<file path="src/rtl/mem_arbiter.sv">
// rtl/mem_arbiter.sv - two-port round-robin arbiter in front of a single-port synchronous memory
//
// Ports:
//   clk, rst_n                  clock, asynchronous active-low reset
//   i_req, i_addr               port 0 (instruction fetch) read request and address
//   i_gnt, i_rvalid, i_rdata    port 0 command-issued pulse, read-data-valid pulse, read data
//   d_req, d_we, d_addr,
//   d_wdata                     port 1 (data) request, write enable, address, write data
//   d_gnt, d_rvalid, d_rdata    port 1 command-issued pulse, read-data-valid pulse, read data
//   mem_wren, mem_rden,
//   mem_addr, mem_d             registered memory command
//   mem_q                       memory read data, valid the cycle after mem_rden
//   busy                        high while a transfer is in flight

module mem_arbiter #(
    parameter int ADDRSIZE = 16,
    parameter int WORDSIZE = 4
) (
    input  logic                clk,
    input  logic                rst_n,
    input  logic                i_req,
    input  logic [ADDRSIZE-1:0] i_addr,
    output logic                i_gnt,
    output logic                i_rvalid,
    output logic [WORDSIZE-1:0] i_rdata,
    input  logic                d_req,
    input  logic                d_we,
    input  logic [ADDRSIZE-1:0] d_addr,
    input  logic [WORDSIZE-1:0] d_wdata,
    output logic                d_gnt,
    output logic                d_rvalid,
    output logic [WORDSIZE-1:0] d_rdata,
    output logic                mem_wren,
    output logic                mem_rden,
    output logic [ADDRSIZE-1:0] mem_addr,
    output logic [WORDSIZE-1:0] mem_d,
    input  logic [WORDSIZE-1:0] mem_q,
    output logic                busy
);

    typedef enum logic [1:0] {
        IDLE  = 2'b00,
        ISSUE = 2'b01,
        RESP  = 2'b10
    } state_t;

    state_t state, state_nxt;

    logic                accept;
    logic                win_port;    // 0 = port 0, 1 = port 1
    logic                win_we;
    logic                last_port;   // port granted most recently
    logic                cap_port;
    logic                cap_we;
    logic [WORDSIZE-1:0] i_hold;
    logic [WORDSIZE-1:0] d_hold;

    // Under contention the port not granted last wins; otherwise the lone requester wins.
    always_comb begin
        state_nxt = state;
        accept    = 1'b0;
        win_port  = (i_req && d_req) ? ~last_port : d_req;
        win_we    = win_port & d_we;
        case (state)
            IDLE: begin
                if (i_req || d_req) begin
                    accept    = 1'b1;
                    state_nxt = ISSUE;
                end
            end
            ISSUE:   state_nxt = cap_we ? IDLE : RESP;
            RESP:    state_nxt = IDLE;
            default: state_nxt = IDLE;
        endcase
    end

    always_ff @(posedge clk or negedge rst_n) begin
        if (!rst_n) begin
            state <= IDLE;
        end else begin
            state <= state_nxt;
        end
    end

    // The command registers are loaded on the accept edge so that the memory
    // command and grant are visible for exactly the ISSUE cycle.
    always_ff @(posedge clk or negedge rst_n) begin
        if (!rst_n) begin
            mem_wren  <= 1'b0;
            mem_rden  <= 1'b0;
            mem_addr  <= '0;
            mem_d     <= '0;
            i_gnt     <= 1'b0;
            d_gnt     <= 1'b0;
            cap_port  <= 1'b0;
            cap_we    <= 1'b0;
            last_port <= 1'b1;        // port 0 wins the first contention
            i_hold    <= '0;
            d_hold    <= '0;
        end else begin
            mem_wren <= 1'b0;
            mem_rden <= 1'b0;
            i_gnt    <= 1'b0;
            d_gnt    <= 1'b0;
            if (accept) begin
                cap_port <= win_port;
                cap_we   <= win_we;
                mem_addr <= win_port ? d_addr : i_addr;
                mem_d    <= win_port ? d_wdata : '0;
                mem_wren <= win_we;
                mem_rden <= ~win_we;
                i_gnt    <= ~win_port;
                d_gnt    <= win_port;
            end
            if (state == ISSUE) begin
                last_port <= cap_port;
            end
            if (i_rvalid) begin
                i_hold <= mem_q;
            end
            if (d_rvalid) begin
                d_hold <= mem_q;
            end
        end
    end

    // Read data is passed straight from mem_q during RESP and held afterwards.
    assign busy     = (state != IDLE);
    assign i_rvalid = (state == RESP) && !cap_port;
    assign d_rvalid = (state == RESP) &&  cap_port;
    assign i_rdata  = i_rvalid ? mem_q : i_hold;
    assign d_rdata  = d_rvalid ? mem_q : d_hold;

endmodule

</file>
<file path="config.mk">
export PLATFORM = sky130hd
export DESIGN_NAME = mem_arbiter
export DESIGN_NICKNAME = d
export VERILOG_FILES = /design/src/rtl/mem_arbiter.sv
export SDC_FILE = /design/constraint.sdc
export NUM_CORES = 1
export LEC_CHECK = 0
export BUFFER_PORTS_ARGS = -buffer_cell sky130_fd_sc_hd__buf_2
export CAP_MARGIN = 20
export CORE_ASPECT_RATIO = 1.5
export CORE_MARGIN = 2
export CORE_UTILIZATION = 26
export CTS_CLUSTER_DIAMETER = 60
export DETAILED_ROUTE_END_ITERATION = 10
export PLACE_DENSITY = 0.63
export SLEW_MARGIN = 20
export SYNTH_ARGS = -nofsm -noshare
export SYNTH_HDL_FRONTEND = slang
export SYNTH_SLANG_ARGS = --single-unit
export TNS_END_PERCENT = 1
</file>
<file path="constraint.sdc">
create_clock -name clk -period 1.3 [get_ports clk]
set_input_delay 0.065 -clock clk [delete_from_list [all_inputs] [get_ports clk]]
set_output_delay 0.065 -clock clk [all_outputs]
set_load 0.1 [all_outputs]
</file>
==> metrics.txt <==
failing checks=setup timing; critical path, cell by cell=nor3b_4, buf_12, mux2_4, buf_12; Antenna diodes=0; Worst Setup End Kind=output port; Avg WL per Cell=12.69 µm; Ys Warns=0; first-pass GRT wire length=between 6000 and 7000 µm; Final Hold Vio Count=0; worst slew pin tran=1.138 ns; Netlist cell types=23; initial DRC count=52; mux cell area share after synthesis=under 10%; Design Area, Final=2524 µm²; max-cap violation count=0; pin count of the biggest net entering global routing=21; period utilization=127.3%; Die Span Y=100.0 µm; TritonRoute pass-1 iters=2; io pins=80; vias=1381; Slowest cell on crit path=dfrtp_1; Mapped Cells=140; WL final=3946 µm; RSZ-0062 raised after global routing=true; drt via density=4.441; Simple-Gate Fraction of Synth Area=5.325%; Die Wd=68.01 µm; Synth Area in Compound Gates=19.26%; Placer Congestion=0.7250; HPWL after DPL=2844 µm; cell repeated most along the worst path=buf_12; FP Rows=35; Port-buffer cells=between 70 and 80; slew margin rel.=23.84%; fraction of layout cells with a size suffix above 1=between 40% and 50%; worst setup margin=-0.3546 ns; Clock Skew=0.006863 ns; crit path max fanout=5; initial antenna violation count=0; CTS tree=yes; type of origin of the critical path=flip-flop; Synth Net Count=around 190; Clk Latency, worst-skew pair=0.29 ns; result of the run=finished with violations; nets=281; Placeable Area=6043 µm²; vias in the first global route=roughly 1300; most frequent cells in the layout=buf_2 (68), inv_1 (35), dfrtp_1 (34); Post-Syn Area=1598 µm²; post-route ant nets=0; Critical Path Max Stage Delay=0.42 ns; CTS buffer count=5; Critical Path RT=between 1 and 1.5 ns; Fmax achieved=roughly 0.60 GHz; clock root buffer master=clkbuf_8; clk buf depth=2; CP Class=flip-flop to output port; FF+latch count, synth=37; worst min-delay path category=input pin to flip-flop; sequential element share of the synthesized area=58.03%; H-tree depth=2; largest family of logic cells by synthesized area=compound AO/OA/AOI/OAI gates; commonest non-fill, non-tap cell in the layout=buf_2; Fill cells=around 580; Synth Area in Adders=0%; Worst-path clk slew=approximately 0.080 ns; die area=6801 µm²; Layout area overhead=57.95%; Final Critical Period=1.655 ns; CP arrival=1.59 ns; Pins Over Slew Limit=0; Overall Global Routing Usage=between 10% and 20%; drt drc=0; mean post-synth cell area=11.41 µm²; dpl cell area=2318 µm²; grt ovf=0; Synth Area in XOR/XNOR=0%; initial cell density of the core=26.44%; CTS sink count=37; Setup violations, final=27
## per-layer routing
metal | up-vias | global-route usage, % | share of wire [%]
met2 | 45 | 20.54 | 49
met1 | 665 | 14.68 | 43
li1 | 665 | - | -
met4 | 0 | 4.154 | 1.3
met3 | 6 | 3.251 | 6.3
met5 | - | 0 | 0
## cell families after synthesis
kind of cell / Yosys count
AOI/OAI and AO/OA: 42
buffers and inverters: 42
DFF: 37
and+or+nand+nor: 10
muxes: 9
## registers in the layout (all words and copies together) (netlist names)
register and cells:
mem_addr 16, mem_wren 1, cap_we 1, i_gnt 1
d_gnt 1, mem_d 4, cap_port 1, i_hold 4
state 2, last_port 1, mem_rden 1, d_hold 4
## final cells by class
type	instances	area, µm²	area share, %
timing repair buffer	93	703.2	27.86
sequential	37	929.6	36.84
inverter	38	147.6	5.850
clock inverter	3	65.06	2.578
multi-input combinational	61	516.7	20.48
clock buffer	5	68.82	2.727
tap	74	92.59	3.669
## worst max-delay path: cells and delay by family (launching register included)
kind | cells | cell delay (ns)
buf+inv | 2 | 0.32
flops | 1 | 0.42
mux | 1 | 0.32
simple gates | 1 | 0.24
## synthesized netlist by cell type
cell      number  area (µm²)
a21o_1         1       7.510
a21oi_1        1       5.000
a22o_1         5       43.79
and2_1         1       6.260
buf_4          1       7.510
buf_6          2       22.52
clkbuf_1       1       3.750
dfrtp_1       36       900.9
dfstp_2        1       26.28
inv_1         35       131.4
inv_2          3       11.26
mux2_2         9       101.4
nand2_1        1       3.750
nand2b_1       2       12.51
nand3_4        1       17.52
nand3b_1       1       7.510
nor2_1         2       7.510
nor2_4         1       11.26
nor3b_4        1       18.77
o211ai_4       1       21.27
o21ai_0       17       85.08
o21ai_1        1       5.000
o221ai_1      16       140.1
## through the flow
stage,worst slack (ns),instances,setup TNS (ns),utilization [%],hold WS (ns)
after floorplan,-0.8168,140,-7.434,-,-0.2306
after global placement,-0.06475,297,-0.8795,38.36,0.04586
after detailed placement,-0.07714,297,-1.418,38.36,0.04526
after CTS,-0.3807,311,-4.731,41.70,0.02355
after global routing,-0.4398,311,-6.870,41.76,0.03776
final,-0.3546,311,-4.321,41.76,0.04036
## worst paths after layout
kind                            startpoint      endpoint  slack, ns  depth (start not counted)
worst max-delay path              cap_port    i_rdata[1]      -0.35                          4
worst min-delay path                  d_we      mem_wren       0.04                          2
worst max register to register    state[0]  mem_addr[10]      -0.10                          5
worst min register to register      cap_we      state[1]       0.44                          1
max in group asynchronous            rst_n         d_gnt       0.54                          3
min in group asynchronous            rst_n     d_hold[3]       0.25                          2
## what timing repair did
action	CTS	global route
pin swaps	1	1
resized for setup	3	6
setup buffers	1	0
hold buffers	5	0
endpoints found under the hold margin	21	0
endpoints found under the setup margin	21	38
cloned	0	0
Power is not shown: default switching activity piles up to over one toggle a cycle in this logic, so the estimate is an artifact.
